### src/rtl/resp_id_restore.sv
// Restores the wide upstream ID on B/R response beats and flags orphan or mismatched-ID responses.
// Latency: a beat accepted at edge N is presented on m_* after edge N (buffer is 2 entries, FIFO order).
// Backpressure: s_ready_o drops only when both entries are full; it never depends on s_valid_i or on errors.
//
// Ports:
//   clk, rst_n              clock, asynchronous active-low reset
//   s_valid_i/s_ready_o     downstream beat handshake; s_id_i, s_last_i, s_payload_i beat fields
//   lookup_id_o/lookup_id_i narrow ID sent to the ID generator and the wide ID it returns
//   gen_empty_i             generator holds no outstanding ID
//   release_id_o            frees the generator entry on the last beat of a response
//   m_valid_o/m_ready_i     upstream beat handshake; m_id_o, m_last_o, m_payload_o beat fields
//   err_o                   sticky protocol error (orphan response or ID change inside a burst)
//   resp_count_o            completed-response count
//
// Optional feature: define RESP_ID_RESTORE_STATS_EN to build the saturating response
// counter; otherwise resp_count_o is tied to zero.
module resp_id_restore #(
    parameter int ID_WIDTH_IN   = 8,
    parameter int ID_WIDTH_OUT  = 6,
    parameter int PAYLOAD_WIDTH = 66
) (
    input  logic                     clk,
    input  logic                     rst_n,
    input  logic                     s_valid_i,
    output logic                     s_ready_o,
    input  logic [ID_WIDTH_OUT-1:0]  s_id_i,
    input  logic                     s_last_i,
    input  logic [PAYLOAD_WIDTH-1:0] s_payload_i,
    output logic [ID_WIDTH_OUT-1:0]  lookup_id_o,
    input  logic [ID_WIDTH_IN-1:0]   lookup_id_i,
    input  logic                     gen_empty_i,
    output logic                     release_id_o,
    output logic                     m_valid_o,
    input  logic                     m_ready_i,
    output logic [ID_WIDTH_IN-1:0]   m_id_o,
    output logic                     m_last_o,
    output logic [PAYLOAD_WIDTH-1:0] m_payload_o,
    output logic                     err_o,
    output logic [15:0]              resp_count_o
);

    localparam int EW = ID_WIDTH_IN + 1 + PAYLOAD_WIDTH;

    typedef enum logic [1:0] {
        EMPTY = 2'd0,
        ONE   = 2'd1,
        TWO   = 2'd2
    } state_t;

    state_t                  state_q, state_d;
    logic [EW-1:0]           mem_q [2];
    logic                    wr_ptr_q;
    logic                    rd_ptr_q;
    logic                    in_burst_q;
    logic [ID_WIDTH_OUT-1:0] burst_id_q;
    logic                    err_q;

    logic          accept;
    logic          pop;
    logic          orphan;
    logic          mismatch;
    logic [EW-1:0] push_dat;
    logic [EW-1:0] head_dat;

    assign s_ready_o   = (state_q != TWO);
    assign m_valid_o   = (state_q != EMPTY);
    assign accept      = s_valid_i & s_ready_o;
    assign pop         = m_valid_o & m_ready_i;
    assign lookup_id_o = s_id_i;

    // A beat is "first" when no burst is open; only first beats may be orphans,
    // only later beats can disagree with the captured burst ID.
    assign orphan   = ~in_burst_q & gen_empty_i;
    assign mismatch = in_burst_q & (s_id_i != burst_id_q);

    // An orphan has no table entry, so it must not free someone else's.
    assign release_id_o = accept & s_last_i & ~orphan;

    assign push_dat    = {lookup_id_i, s_last_i, s_payload_i};
    assign head_dat    = mem_q[rd_ptr_q];
    assign m_id_o      = head_dat[EW-1 -: ID_WIDTH_IN];
    assign m_last_o    = head_dat[PAYLOAD_WIDTH];
    assign m_payload_o = head_dat[PAYLOAD_WIDTH-1:0];
    assign err_o       = err_q;

    always_comb begin
        state_d = state_q;
        case (state_q)
            EMPTY: if (accept) state_d = ONE;
            ONE: begin
                if (accept && !pop)      state_d = TWO;
                else if (pop && !accept) state_d = EMPTY;
            end
            TWO:   if (pop) state_d = ONE;
            default: state_d = EMPTY;
        endcase
    end

    always_ff @(posedge clk or negedge rst_n) begin
        if (!rst_n) begin
            state_q    <= EMPTY;
            wr_ptr_q   <= 1'b0;
            rd_ptr_q   <= 1'b0;
            mem_q[0]   <= '0;
            mem_q[1]   <= '0;
            in_burst_q <= 1'b0;
            burst_id_q <= '0;
            err_q      <= 1'b0;
        end else begin
            state_q <= state_d;
            if (accept) begin
                mem_q[wr_ptr_q] <= push_dat;
                wr_ptr_q        <= ~wr_ptr_q;
                in_burst_q      <= ~s_last_i;
                if (!in_burst_q) burst_id_q <= s_id_i;
                if (orphan || mismatch) err_q <= 1'b1;
            end
            if (pop) rd_ptr_q <= ~rd_ptr_q;
        end
    end

`ifdef RESP_ID_RESTORE_STATS_EN
    logic [15:0] resp_cnt_q;

    always_ff @(posedge clk or negedge rst_n) begin
        if (!rst_n) begin
            resp_cnt_q <= '0;
        end else if (pop && m_last_o && (resp_cnt_q != 16'hFFFF)) begin
            resp_cnt_q <= resp_cnt_q + 16'd1;
        end
    end

    assign resp_count_o = resp_cnt_q;
`else
    assign resp_count_o = '0;
`endif

endmodule
### config.mk
export PLATFORM = sky130hd
export DESIGN_NAME = resp_id_restore
export DESIGN_NICKNAME = d
export VERILOG_FILES = /design/src/rtl/resp_id_restore.sv
export SDC_FILE = /design/constraint.sdc
export NUM_CORES = 1
export LEC_CHECK = 0
export ABC_AREA = 0
export CAP_MARGIN = 20
export CORE_MARGIN = 2
export CORE_UTILIZATION = 55
export CTS_BUF_LIST = sky130_fd_sc_hd__clkbuf_8
export CTS_CLUSTER_SIZE = 30
export DETAILED_ROUTE_END_ITERATION = 10
export PLACE_DENSITY = 0.9
export SLEW_MARGIN = 40
export SYNTH_ARGS = -nofsm -noshare
export SYNTH_HDL_FRONTEND = slang
export SYNTH_SLANG_ARGS = --single-unit
### constraint.sdc
create_clock -name clk -period 2.7 [get_ports clk]
set_clock_uncertainty 0.2 [all_clocks]
set_input_delay 0.405 -clock clk [delete_from_list [all_inputs] [get_ports clk]]
set_output_delay 0.405 -clock clk [all_outputs]
set_load 0.02 [all_outputs]
==> results of run 1 <==
==> metal layers <==
layer  part of all wire  vias up
met3              0.045       28
met4              0.022        0
li1                   -     1982
met5                  0        -
met2               0.53      123
met1               0.41     2233
==> flip-flops by register name, indices dropped and copies added, names as in the netlist <==
signal,cells
rd_ptr_q,1
wr_ptr_q,1
state_q,2
mem_q,150
err_o,1
in_burst_q,1
burst_id_q,6
==> cell type report <==
| class | count | area (sq um) |
|---|---|---|
| clock buffer | 24 | 330 |
| clock inverter | 6 | 30.0 |
| fill | 894 | 3540 |
| inverter | 5 | 18.8 |
| multi-input combinational | 276 | 3080 |
| sequential | 162 | 4060 |
| tap | 176 | 220 |
| timing repair buffer | 183 | 1960 |
==> cells in the final DEF, fill, tap and decap left out, types with 2 or more instances in the layout <==
| cell | instances |
|---|---|
| dfrtp_1 | 161 |
| mux2_2 | 160 |
| clkdlybuf4s50_1 | 103 |
| mux2_4 | 50 |
| dlygate4sd2_1 | 33 |
| dlymetal6s2s_1 | 33 |
| clkbuf_8 | 24 |
| mux2_1 | 21 |
| conb_1 | 16 |
| buf_12 | 8 |
| inv_1 | 5 |
| xnor2_1 | 4 |
| xor2_1 | 4 |
| nand2_1 | 3 |
| o21ai_0 | 3 |
| clkinv_2 | 3 |
| buf_4 | 3 |
| inv_2 | 2 |
| or2_2 | 2 |
| nor3_1 | 2 |
==> per-stage QoR <==
step,cells,instance area (sq um),setup slack [ns],hold slack [ns]
after detailed placement,799,9270,0.217,0.232
after global routing,832,9710,0.00580,0.307
after floorplan,489,7500,0.741,-0.0906
after global placement,799,9270,0.218,0.221
final,832,9710,0.0916,0.282
after CTS,832,9620,0.00152,0.289
==> cell families after synthesis <==
group | count (synthesis)
other | 1
multiplexers | 232
AND/OR/NAND/NOR | 12
XOR/XNOR | 8
flip-flops | 162
buffers and inverters | 51
AO/OA/AOI/OAI | 7
adder cells (fa/ha/maj) | 1
==> report_power, final <==
part	switching (mW)	internal [mW]
clock	0.817	0.788
sequential	0.663	3.66
combinational	2.88	3.61
==> worst paths after layout <==
| check | start | end | slack (ns) | cells after the start |
|---|---|---|---|---|
| max | rd_ptr_q$_DFFE_PN0P_ | m_id_o[1] | 0.09 | 3 |
| min | mem_q[145]$_DFFE_PN0P_ | mem_q[145]$_DFFE_PN0P_ | 0.28 | 1 |
| max reg2reg | state_q[0]$_DFFE_PN0P_ | mem_q[48]$_DFFE_PN0P_ | 0.68 | 5 |
| min reg2reg | mem_q[145]$_DFFE_PN0P_ | mem_q[145]$_DFFE_PN0P_ | 0.28 | 1 |
| max in group asynchronous | rst_n | mem_q[18]$_DFFE_PN0P_ | 1.21 | 3 |
| min in group asynchronous | rst_n | burst_id_q[5]$_DFFE_PN0P_ | 0.32 | 2 |
==> repair_timing <==
action	4_1_cts	5_1_grt
resized for setup	33	34
hold buffers	1	0
buffers inserted	2	0
endpoints found under the setup margin	65	32
pin swaps	0	0
hold endpoints to repair	59	0
==> flow_metrics.env, run 1 <==
export IMPL_synth_xor_area_frac=0.00942
export IMPL_n_antenna_cell=0
export IMPL_finalSetupTns_ns=0
export IMPL_drive_above_1_share=0.396
export IMPL_cts_tree="done"
export IMPL_io_buffers=170
export IMPL_crit_fanout=7
export IMPL_ys_seq_area_frac=0.545
export IMPL_drt_iter0_markers=160
export IMPL_drc=0
export IMPL_root_buffer="clkbuf_8"
export IMPL_synth_cells=474
export IMPL_clk_path_buf_depth=2
export IMPL_routed_wl_mm=15.3
export IMPL_critPathRequiredTime_ns=2.10
export IMPL_htreeDepth=4
export IMPL_synth_area_mux_share=0.376
export IMPL_path_delay_family="buffers and inverters"
export IMPL_synth_top_area_cell="dfrtp_1"
export IMPL_endpoint_kind="output port"
export IMPL_globalplace_congestion=0.758
export IMPL_cap_violations=0
export IMPL_cpMaxStageDelayCell="clkdlybuf4s50_1"
export IMPL_use_met3=0.0542
export IMPL_cp_arrival_ns=2.00
export IMPL_p_total_mw=12.4
export IMPL_busiest_layer="met2"
export IMPL_hold_class="flop to flop"
export IMPL_power_leakage_nw=4.55
export IMPL_synth_common_cells="dfrtp_1, mux2_2, mux2_4"
export IMPL_async_flop_share=1.00
export IMPL_ys_ff_latch=162
export IMPL_yosysMostFrequentCell="dfrtp_1"
export IMPL_fp_row_count=42
export IMPL_synth_top_family_by_area="multiplexers"
export IMPL_grt_antenna_before_repair=0
export IMPL_routedWlPerCell_um=18.4
export IMPL_clk_latency_ns=0.44
export IMPL_drv_slew=0
export IMPL_maxSlewHeadroom=0.603
export IMPL_syn_area_per_cell_sq_um=15.7
export IMPL_start_util=0.562
export IMPL_yosysWarnings=0
export IMPL_synth_edf_count=0
export IMPL_vias=4366
export IMPL_tightest_slew_ns=0.595
export IMPL_syn_area_sq_um=7440
export IMPL_cpPeakStageDelay_ns=0.55
export IMPL_max_freq_mhz=383
export IMPL_clkSinkCount=162
export IMPL_synth_compound_area_frac=0.00589
export IMPL_status="finished, final reports clean"
export IMPL_drt_antenna_violating_nets=0
export IMPL_dp_hpwl_mm=10.5
export IMPL_fp_dieH_um=120
export IMPL_synth_ff_type="dfrtp_1"
export IMPL_grt_overflow_total=0
export IMPL_use_met1=0.270
export IMPL_grt_pass1_vias=5008
export IMPL_ioPinCount=187
export IMPL_synth_area_top_cells="dfrtp_1, mux2_2, mux2_4"
export IMPL_nets=732
export IMPL_synth_distinct_cells=27
export IMPL_crit_buf_inv=2
export IMPL_p_per_area_nw_per_um2=1280
export IMPL_track_usage=0.225
export IMPL_rsz0062_at_grt="false"
export IMPL_syn2layout_area_growth_pct=30.5
export IMPL_setup_viol=0
export IMPL_clkTransAtPathRegs_ns=0.07
export IMPL_core_sq_um=13200
export IMPL_hold_violations=0
export IMPL_path_class="flop to output port"
export IMPL_dieArea_sq_um=14500
export IMPL_timing_final_crit_share=0.966
export IMPL_synth_fa_ha_area_frac=0.00168
export IMPL_grt_pass1_wl_mm=25.2
export IMPL_crit_chain="buf_4, mux2_2, clkdlybuf4s50_1"
export IMPL_synth_top_area_frac=0.545
export IMPL_worstSetupStartpointType="flop"
export IMPL_cts_made_buffers=17
export IMPL_post_route_util=0.733
export IMPL_peakVddDrop_mv=0.838
export IMPL_fin_crit_ns=2.61
export IMPL_grt_max_degree=62
export IMPL_synthSimpleGateAreaFrac=0.0114
export IMPL_grt_met2_usage=0.389
export IMPL_drt_vias_per_instance=5.25
export IMPL_chipWidth_um=120
export IMPL_dr_pass1_iters=4
Power figures use the tool's default switching activity.
==> run 2: changes to the inputs <==
--- a/config.mk
+++ b/config.mk
@@ -13,6 +13,7 @@
 export CTS_CLUSTER_SIZE = 30
 export DETAILED_ROUTE_END_ITERATION = 10
 export PLACE_DENSITY = 0.9
+export SKIP_LAST_GASP = 1
 export SLEW_MARGIN = 40
 export SYNTH_ARGS = -nofsm -noshare
 export SYNTH_HDL_FRONTEND = slang
==> run 2 against run 1 <==
Against the previous run:
- maximum frequency is 3.0% lower
- register-to-register slack barely moved
- total power grew 1.9%
- largest cell class unchanged
- largest power group unchanged
- routed wire length is essentially flat
- cell count is the same
- critical path type unchanged
- worst hold slack about the same
- non-clock buffer count is the same
- utilization about the same
==> flow_metrics.env, run 2 (same netlist as run 1, synthesis figures left out) <==
export IMPL_status="finished, final reports clean"
export IMPL_peakVddDrop_mv=0.872
export IMPL_drv_slew=0
export IMPL_reg_top3="mem_q x150, burst_id_q x6, state_q x2"
export IMPL_cpPeakStageDelay_ns=0.55
export IMPL_vias=4404
export IMPL_crit_chain="buf_16, mux2_2, clkdlybuf4s50_1"
export IMPL_drt_iter0_markers=141
export IMPL_clk_path_buf_depth=2
export IMPL_globalplace_congestion=0.758
export IMPL_io_buffers=170
export IMPL_drive_above_1_share=0.396
export IMPL_timing_final_crit_share=0.996
export IMPL_maxSlewHeadroom=0.605
export IMPL_clk_latency_ns=0.44
export IMPL_endpoint_kind="output port"
export IMPL_grt_max_degree=62
export IMPL_fp_dieH_um=120
export IMPL_cpMaxStageDelayCell="clkdlybuf4s50_1"
export IMPL_core_sq_um=13200
export IMPL_fin_area_sq_um=9710
export IMPL_clkTransAtPathRegs_ns=0.07
export IMPL_path_class="flop to output port"
export IMPL_max_freq_mhz=372
export IMPL_root_buffer="clkbuf_8"
export IMPL_cap_violations=0
export IMPL_hold_violations=0
export IMPL_routed_wl_mm=15.3
export IMPL_syn2layout_area_growth_pct=30.5
export IMPL_routedWlPerCell_um=18.4
export IMPL_htreeDepth=4
export IMPL_grt_overflow_total=0
export IMPL_drt_antenna_violating_nets=0
export IMPL_cts_tree="done"
export IMPL_critPathRequiredTime_ns=2.10
export IMPL_cts_made_buffers=17
export IMPL_largest_reg_flops=150
export IMPL_rsz0062_at_grt="true"
export IMPL_grt_antenna_before_repair=0
export IMPL_fillerInstances=887
export IMPL_placed_area_sq_um=9270
export IMPL_start_util=0.562
export IMPL_setup_viol=0
export IMPL_tightest_slew_ns=0.593
export IMPL_fin_crit_ns=2.69
export IMPL_fp_row_count=42
export IMPL_n_antenna_cell=0
export IMPL_drt_vias_per_instance=5.29
export IMPL_chipWidth_um=120
export IMPL_power_leakage_nw=4.41
export IMPL_dr_pass1_iters=4
export IMPL_ioPinCount=187
export IMPL_dp_hpwl_mm=10.5
export IMPL_clkSinkCount=162
export IMPL_drc=0
export IMPL_path_delay_family="buffers and inverters"
export IMPL_nets=732
export IMPL_cp_arrival_ns=2.08
export IMPL_setup_slack_ns=0.0100
export IMPL_p_per_area_nw_per_um2=1300
export IMPL_track_usage=0.225
export IMPL_dieArea_sq_um=14500
export IMPL_grt_pass1_vias=5013
export IMPL_pre_cts_ws_ns=0.217
export IMPL_grt_pass1_wl_mm=25.3
export IMPL_worstSetupStartpointType="flop"
export IMPL_final_common_cell="dfrtp_1"
export IMPL_mostFrequentLayoutCells="dfrtp_1, mux2_2, clkdlybuf4s50_1"
export IMPL_top_register="mem_q"
export IMPL_hold_class="flop to flop"
export IMPL_crit_buf_inv=2
export IMPL_crit_fanout=35
run 2: worst paths after layout:
check / start / to / slack [ns] / depth (start not counted)
worst max register to register: state_q[0]$_DFFE_PN0P_ / mem_q[50]$_DFFE_PN0P_ / 0.68 / 5
worst max-delay path: rd_ptr_q$_DFFE_PN0P_ / m_payload_o[50] / 0.01 / 3
max in group asynchronous: rst_n / mem_q[5]$_DFFE_PN0P_ / 1.21 / 3
worst min register to register: mem_q[145]$_DFFE_PN0P_ / mem_q[145]$_DFFE_PN0P_ / 0.28 / 1
worst min-delay path: mem_q[145]$_DFFE_PN0P_ / mem_q[145]$_DFFE_PN0P_ / 0.28 / 1
min in group asynchronous: rst_n / burst_id_q[5]$_DFFE_PN0P_ / 0.32 / 2
run 2: layout make-up:
class	instances	area, sq um	area share
sequential	162	4060	0.418
multi-input combinational	276	3080	0.318
timing repair buffer	183	1970	0.203
clock buffer	24	330	0.0340
tap	176	220	0.0227
clock inverter	6	30.0	0.00309
inverter	5	18.8	0.00193
run 2: routing by layer:
metal,global-route usage,wire [um],part of all wire,vias to the layer above
met1,0.270,6280,0.41,2270
met2,0.389,8040,0.52,124
met5,0,0,0,-
li1,-,-,-,1982
met3,0.0552,678,0.044,28
met4,0.0916,341,0.022,0
run 2: worst reg2reg max path, stage by stage, from the launching register on:
cell and delay (ns):
dfrtp_1 0.45, nor2b_4 0.22, inv_2 0.11, nand3_4 0.31, buf_12 0.28, mux2_4 0.33
run 2: through the flow:
step                      TNS, ns  instances  hold WS [ns]  power (mW)  utilization
after floorplan                 0        489       -0.0906        8.58            -
after global placement          0        799         0.221        10.9        0.700
after detailed placement        0        799         0.232        11.2        0.700
after CTS                  -0.306        832         0.289        12.8        0.728
after global routing        -1.32        832         0.307        13.4        0.733
final                           0        832         0.282        12.7        0.733
run 2: where the power goes:
group	switching, mW	internal [mW]
registers	0.662	3.66
clock network	0.815	0.788
logic	2.90	3.84
total	4.38	8.28
run 2: what timing repair did:
action	in CTS	in global routing
buffers inserted	2	0
gates resized for setup	9	24
pin swaps	0	0
endpoints found under the hold margin	59	0
setup endpoints to repair	65	56
hold buffers	1	0
==> run 3: changes to the inputs <==
--- a/config.mk
+++ b/config.mk
@@ -8,11 +8,12 @@
 export ABC_AREA = 0
 export CAP_MARGIN = 20
 export CORE_MARGIN = 2
-export CORE_UTILIZATION = 55
-export CTS_BUF_LIST = sky130_fd_sc_hd__clkbuf_8
+export CORE_UTILIZATION = 53
 export CTS_CLUSTER_SIZE = 30
 export DETAILED_ROUTE_END_ITERATION = 10
-export PLACE_DENSITY = 0.9
+export HOLD_SLACK_MARGIN = 0.05
+export MAX_ROUTING_LAYER = met4
+export PLACE_DENSITY = 0.87
 export SKIP_LAST_GASP = 1
 export SLEW_MARGIN = 40
 export SYNTH_ARGS = -nofsm -noshare
==> run 3 against run 2 <==
Against the previous run:
- global-route usage down 0.12 points
- critical path depth unchanged
- routed wire length up 1.1%
- combinational power up 1%
- non-clock buffer count down 1
- clock power up 46%
- sequential cell count unchanged
- setup slack better by 0.0043 ns
- critical path type unchanged
- critical endpoint is now m_payload_o[26]
- largest cell class unchanged
- highest routed layer unchanged
==> flow_metrics.env, run 3 (same netlist as run 1, synthesis figures left out) <==
export IMPL_status="finished, final reports clean"
export IMPL_nets=731
export IMPL_peakVddDrop_mv=0.838
export IMPL_track_usage=0.224
export IMPL_globalplace_congestion=0.736
export IMPL_hold_class="primary input to asynchronous set/reset pin"
export IMPL_io_buffers=170
export IMPL_grt_antenna_before_repair=0
export IMPL_routed_wl_mm=15.5
export IMPL_grt_pass1_wl_mm=24.9
export IMPL_mostFrequentLayoutCells="clkdlybuf4s50_1, dfrtp_1, mux2_2"
export IMPL_grt_pass1_vias=4920
export IMPL_clkSinkCount=162
export IMPL_final_cells=835
export IMPL_final_common_cell="clkdlybuf4s50_1"
export IMPL_drc=0
export IMPL_critPathRequiredTime_ns=2.10
export IMPL_post_route_util=0.717
export IMPL_ioPinCount=187
export IMPL_largest_reg_flops=150
export IMPL_cp_arrival_ns=2.08
export IMPL_hold_violations=0
export IMPL_finalSetupTns_ns=0
export IMPL_tightest_slew_ns=0.507
export IMPL_vias=4308
export IMPL_cpPeakStageDelay_ns=0.56
export IMPL_top_register="mem_q"
export IMPL_fillerInstances=913
export IMPL_start_util=0.540
export IMPL_cts_tree="done"
export IMPL_dp_hpwl_mm=10.4
export IMPL_core_sq_um=13800
export IMPL_p_per_area_nw_per_um2=1370
export IMPL_power_leakage_nw=4.26
export IMPL_syn2layout_area_growth_pct=32.7
export IMPL_cap_violations=0
export IMPL_clk_latency_ns=0.41
export IMPL_root_buffer="clkbuf_16"
export IMPL_cp_startpoint="rd_ptr_q$_DFFE_PN0P_"
export IMPL_cpMaxStageDelayCell="clkdlybuf4s50_1"
export IMPL_grt_max_degree=82
export IMPL_cts_made_buffers=17
export IMPL_clkTransAtPathRegs_ns=0.06
export IMPL_path_class="flop to output port"
export IMPL_reg_top3="mem_q x150, burst_id_q x6, state_q x2"
export IMPL_endpoint_kind="output port"
export IMPL_grt_overflow_total=0
export IMPL_drive_above_1_share=0.397
export IMPL_drt_iter0_markers=148
export IMPL_clk_path_buf_depth=2
export IMPL_drt_vias_per_instance=5.16
export IMPL_setup_viol=0
export IMPL_worstSetupStartpointType="flop"
export IMPL_fp_row_count=43
export IMPL_timing_final_crit_share=0.995
export IMPL_dr_pass1_iters=4
export IMPL_fp_dieH_um=122
export IMPL_r2r_start="state_q[1]$_DFFE_PN0P_"
export IMPL_crit_fanout=44
export IMPL_rsz0062_at_grt="true"
export IMPL_drv_slew=0
export IMPL_chipWidth_um=122
export IMPL_htreeDepth=4
export IMPL_maxSlewHeadroom=0.660
export IMPL_fin_crit_ns=2.69
export IMPL_crit_chain="buf_16, mux2_2, clkdlybuf4s50_1"
export IMPL_routedWlPerCell_um=18.6
export IMPL_n_antenna_cell=0
export IMPL_max_freq_mhz=372
export IMPL_dieArea_sq_um=15000
export IMPL_drt_antenna_violating_nets=0
export IMPL_dp_cells=804
run 3: cell types whose count changed in the layout (fill, tap and decap cells not counted), sizes merged:
cell,delta
clkdlybuf4s50,+29
dlymetal6s2s,-22
dlygate4sd2,-7
clkbuf,-4
bufinv,+2
clkinv,+2
clkinvlp,+2
inv,-2
buf,-1
run 3: power breakdown:
part           leakage [nW]  total (mW)  internal (mW)  switching [mW]
Clock                 0.274        2.33           1.39           0.937
Sequential             1.90        4.33           3.66           0.667
Combinational          2.09        6.84           3.94            2.90
Total                  4.26        13.5           9.00            4.51
run 3: worst paths after layout:
check                                       endpoint  slack, ns  cells past startpoint
max                                  m_payload_o[26]       0.01                      3
min                        burst_id_q[0]$_DFFE_PN0P_       0.14                      2
max reg2reg                    mem_q[37]$_DFFE_PN0P_       0.64                      5
min reg2reg                    mem_q[76]$_DFFE_PN0P_       0.28                      1
max in group asynchronous      mem_q[37]$_DFFE_PN0P_       1.54                      3
min in group clk               mem_q[76]$_DFFE_PN0P_       0.28                      1
run 3: metal layers:
metal	wire length, um	share of wire	up-vias	track usage
li1	-	-	1983	-
met1	6450	0.42	2182	0.268
met2	8070	0.52	117	0.375
met3	672	0.043	26	0.0441
met4	320	0.021	0	0.0869
met5	0	0	-	-
run 3: area by class of cell:
| class | instances | area (sq um) | share of cell area |
|---|---|---|---|
| timing repair buffer | 182 | 1920 | 0.194 |
| sequential | 162 | 4060 | 0.411 |
| inverter | 5 | 18.8 | 0.00190 |
| clock buffer | 20 | 457 | 0.0463 |
| multi-input combinational | 276 | 3080 | 0.313 |
| clock inverter | 10 | 111 | 0.0113 |
| tap | 180 | 225 | 0.0228 |
run 3: critical path: cells and delay by family, from the launching register on:
| kind | cells | cell delay [ns] |
|---|---|---|
| muxes | 1 | 0.37 |
| DFF | 1 | 0.45 |
| buffers and inverters | 2 | 0.80 |
run 3: what timing repair did:
item | 4_1_cts | 5_1_grt
endpoints found under the hold margin | 162 | 0
buffers inserted | 0 | 0
gates resized for setup | 3 | 1
hold buffers | 1 | 0
endpoints found under the setup margin | 5 | 27
run 3: stage by stage:
step | hold slack [ns] | power [mW] | area, sq um | setup WS (ns)
CTS | 0.114 | 13.7 | 9870 | -0.00261
floorplan | -0.0906 | 8.58 | 7500 | 0.741
finish | 0.137 | 13.5 | 9870 | 0.0143
detailed placement | -0.00406 | 11.2 | 9280 | 0.190
global placement | -0.00573 | 11.0 | 9280 | 0.208
global route | 0.141 | 14.2 | 9870 | -0.0206
==> edit 1 (flow settings as in run 3) <==
The parameter `ID_WIDTH_OUT` goes from 6 to 4.
--- a/src/rtl/resp_id_restore.sv
+++ b/src/rtl/resp_id_restore.sv
@@ -18,3 +18,3 @@
     parameter int ID_WIDTH_IN   = 8,
-    parameter int ID_WIDTH_OUT  = 6,
+    parameter int ID_WIDTH_OUT  = 4,
     parameter int PAYLOAD_WIDTH = 66
Ports: changed (resized lookup_id_o and s_id_i); port bits go from 187 to 183. The function was not compared with the original's and may differ.
==> edit 1 against run 3 <==
- total power is 1.9% lower
- area after synthesis is 1.5% lower
- utilization is 1.4 points higher
- sequential cell count is 2 lower
- wire length is 0.68% higher
- final area is 1.2% lower
- worst setup slack better by 29 ps
- clock power is 5% lower
- critical path type unchanged
- sequential power is 1% lower
==> edit 1: results (changes against run 3) <==
[finish]
clock_buffers=23  ; +15%
multi_input_gates=272  ; -1.4%
buffer_area_frac=0.198  ; +0.00432
area_delta_synth_final_pct=33.2
drive_above_1_share=0.351  ; -0.0461
multi_input_area_um2=3040  ; -1.6%
reg.largest.list=mem_q x150, burst_id_q x4, state_q x2
n_all_buffers=181  ; -0.55%
nets=722  ; -1.2%

[synthesis]
seq_area_frac_synth=0.547  ; +0.00164
synth_area_leaders=dfrtp_1 (55%), mux2_2 (20%), mux2_4 (10%), mux2_1 (7.7%), buf_4 (2.2%)
syn_inst=466  ; -1.7%
synth_common_cells=dfrtp_1 (160), mux2_2 (129), mux2_1 (50), mux2_4 (50), buf_4 (21)

[pwr]
cellLeakagePower_uw=0.00438  ; +2.7%
p_seq_uw=4280  ; -1%
clockPowerShare=0.167  ; -0.006
vdd_drop_max_v=0.000863  ; +2.9%
switching_share=0.338  ; +0.00381

[floorplan]
core-area_um2=13300  ; -3.1%

[setup_path]
rr_startpoint=state_q[0]
crit_path_max_fanout=25  ; -43%
r2r_setup_slack_ps=620  ; -20 ps
r2r-end=mem_q[21]
critPathArrivalTime_ps=2050  ; -30 ps

[min_path]
hold_path.class=reg2reg

[place]
place_hpwl_mm=10.3  ; -1.5%
dpl_cell_area_um2=9130  ; -1.7%
finalWeightedCongestion=0.766  ; +4.1%
place_inst=792  ; -1.5%

[cts]
clock_sinks=160  ; -1.2%
ctsResizeCount=1  ; -2

[route]
wire_per_inst_um=19.0  ; +2.1%
dr.first_iter.drc_count=212  ; +43%
vias_per_cell=5.28  ; +2.4%
vias=4348  ; +0.93%

[global_route]
grt_pass1_vias=4816  ; -2.1%
grt_pass1_wl_mm=24.7  ; -0.56%
grt_max_degree=71  ; -13%

[sta]
finalCriticalPeriod_ps=2660  ; -29.1 ps
worst_pin_slew_ps=666  ; +159 ps

[outcome]
status=completed

-- edit 1: changes by cell type after synthesis, sizes merged --
cell / change
a41oi: -1
buf: -2
xnor2: -2
a31oi: -1
nor2: +1
mux2: -2
dfrtp: -2
o21ai: +1
a2bb2oi: +1
or2: -1
-- edit 1: worst reg2reg max path: cells and delay by family (launching register included) --
| family | cells | cell delay, ps |
|---|---|---|
| multiplexers | 1 | 380 |
| flip-flops | 1 | 440 |
| AND/OR/NAND/NOR | 2 | 530 |
| buffers and inverters | 2 | 410 |
-- edit 1: cell families after synthesis --
family	share of synthesized area
adder cells (fa/ha/maj)	0.00171
multiplexers	0.379
XOR/XNOR	0.00717
AND/OR/NAND/NOR	0.0106
flip-flops	0.547
buffers and inverters	0.0487
other	0.000512
AO/OA/AOI/OAI	0.00581
-- edit 1: routing by layer --
metal	up-vias	track usage	wire length (um)
met5	-	-	0
met4	0	0.0754	199
met3	19	0.0482	680
met2	120	0.389	8250
met1	2260	0.260	6490
li1	1949	-	-
==> edit 2 (settings of run 3) <==
Without the edit above. Register the output `err_o` once more; this adds one clock of latency there. The other outputs are not delayed to match.
--- a/src/rtl/resp_id_restore.sv
+++ b/src/rtl/resp_id_restore.sv
@@ -83,3 +83,5 @@
     assign m_payload_o = head_dat[PAYLOAD_WIDTH-1:0];
-    assign err_o       = err_q;
+    always_ff @(posedge clk) begin
+        err_o <= err_q;
+    end
 
Function: changed (Yosys sat finds a counterexample within 4 cycles, from zero or initial values and one cycle with rst_n low).
==> edit 2 against run 3 <==
- via count up 2.7%
- global-route usage shrank 0.49 points
- total power rose by 0.18%
- wire length is 0.14% lower
- area after synthesis up 3.4%
- sequential cell count grew 1
- final area up 1.9%
- utilization decreased by 1.7 points
- worst setup slack improved by 5.8 ps
==> edit 2: results (changes against run 3) <==
[cts]
cts_root_buf=clkbuf_16
clk_latency_ps=420
path_clk_slew_ps=70
cts_setup_buffers=0  ; unchanged
cts_buffer_depth=2  ; unchanged
cts_max_level=4  ; unchanged
cts_buffers=17  ; unchanged

[synthesis]
synthXorXnorAreaFrac=0.00911  ; -0.000308
synth_compound_area_frac=0.00634  ; +0.000458
synth_edf_count=0  ; unchanged
synth_area_leaders=dfrtp_1 (53%), mux2_4 (20%), mux2_2 (19%), buf_4 (2.3%), buf_12 (1.3%)
postSynth.asyncResetShare=0.994  ; -0.00613
seq_area_frac_synth=0.530  ; -0.0152
ys_types=30  ; +11%
synth_common_cells=dfrtp_1 (162), mux2_2 (131), mux2_4 (100)
yosys.area_share.adder=0  ; -0.00168
synth_mux_area_frac=0.388  ; +0.0121
yosys_warnings=0  ; unchanged

[setup_path]
crit_path_max_fanout=45  ; +2.3%
crit_start=rd_ptr_q
rr_startpoint=state_q[1]
rr_worst_depth=4  ; -1
critPathArrivalTime_ps=2070

[sta]
hold_viol_final=0  ; unchanged
worst_pin_slew_ps=576  ; +69.1 ps

[global_route]
grt_pass1_wl_mm=26.3  ; +5.9%
antenna_found_initial=0  ; unchanged
grt_max_degree=65  ; -21%
grtUsageTotal=0.219  ; -0.00495
grt_pass1_vias=4981  ; +1.2%

[place]
finalWeightedCongestion=0.765  ; +3.9%
portBuffers=170  ; unchanged
dpl_cell_area_um2=9460  ; +1.9%
place_hpwl_mm=10.3  ; -1.8%

[pwr]
intPower_uw=8990  ; about the same
vdd_drop_max_v=0.000862  ; +2.8%
cellLeakagePower_uw=0.00444  ; +4.1%

[min_path]
hold_path.class=reg2reg
hold_start=err_q
whs_path_depth=0

[finish]
antennaDiodeCount=0  ; unchanged
largest_register_ffs=150  ; unchanged
reg.largest.list=mem_q x150, burst_id_q x6, state_q x2
nets=729  ; -0.27%
drive_above_1_share=0.431  ; +0.0345

[outcome]
status=completed

[route]
vias_per_cell=5.27  ; +2.1%
dr.pass1.iters=4  ; unchanged
wl_mm=15.5  ; -0.14%
dr.first_iter.drc_count=208  ; +41%

edit 2: cell types whose count changed after synthesis, sizes merged:
cell    delta
nor3b      +1
a21oi      +2
o21ai      -1
dfxtp      +1
inv        -1
nand2      -1
ha         -1
clkbuf     +1
edit 2: path summary, 6_finish.rpt:
kind / endpoint / slack, ps
setup / recovery: m_payload_o[33] / 20
hold / removal: err_o / 250
setup reg to reg: mem_q[124] / 760
hold reg to reg: err_o / 250
max in group asynchronous: mem_q[90] / 1230
min in group asynchronous: mem_q[83] / 320
edit 2: final cells by class:
type | count | area (um2)
multi-input cells | 276 | 3270
inverters | 4 | 15.0
repair buffers | 181 | 1890
flip-flops and latches | 163 | 4080
clock inverters | 15 | 153
fillers | 962 | 4310
clock buffers | 17 | 425
well taps | 184 | 230
edit 2: power by group through the flow:
stage	clock, uW	combinational, uW	sequential [uW]
after global routing	2530	7250	4480
after CTS	2400	6950	4320
after detailed placement	0	6890	4320
after floorplan	0	4650	4090
after global placement	0	6790	4230
final	2340	6870	4320
edit 2: critical path, stage by stage (launching register included):
cell             delay [ps]
dfrtp_4                 450
buf_16                  250
mux2_2                  370
clkdlybuf4s50_1         550
edit 2: metrics by stage:
step,instances,setup WS (ps)
detailed placement,807,164
global placement,807,207
CTS,840,-18.4
finish,840,20.2
floorplan,490,736
global route,840,-46.3
edit 2: cells by family after synthesis:
| group | Yosys count |
|---|---|
| DFF | 163 |
| muxes | 232 |
| other | 1 |
| xor gates and xnor gates | 8 |
| and+or+nand+nor | 12 |
| AOI/OAI and AO/OA | 8 |
| buffers and inverters | 51 |
edit 2: repair_timing:
action	in CTS	in global routing
hold endpoints to repair	56	0
gates resized for setup	3	3
hold buffers	1	0
setup endpoints to repair	9	46
edit 2: layer usage:
metal  global-route usage  vias up  part of all wire
li1                     -     1990                 -
met1                0.265     2285              0.42
met2                0.349      129              0.50
met3               0.0777       21             0.062
met4               0.0608        0             0.016
met5                    -        -                 0
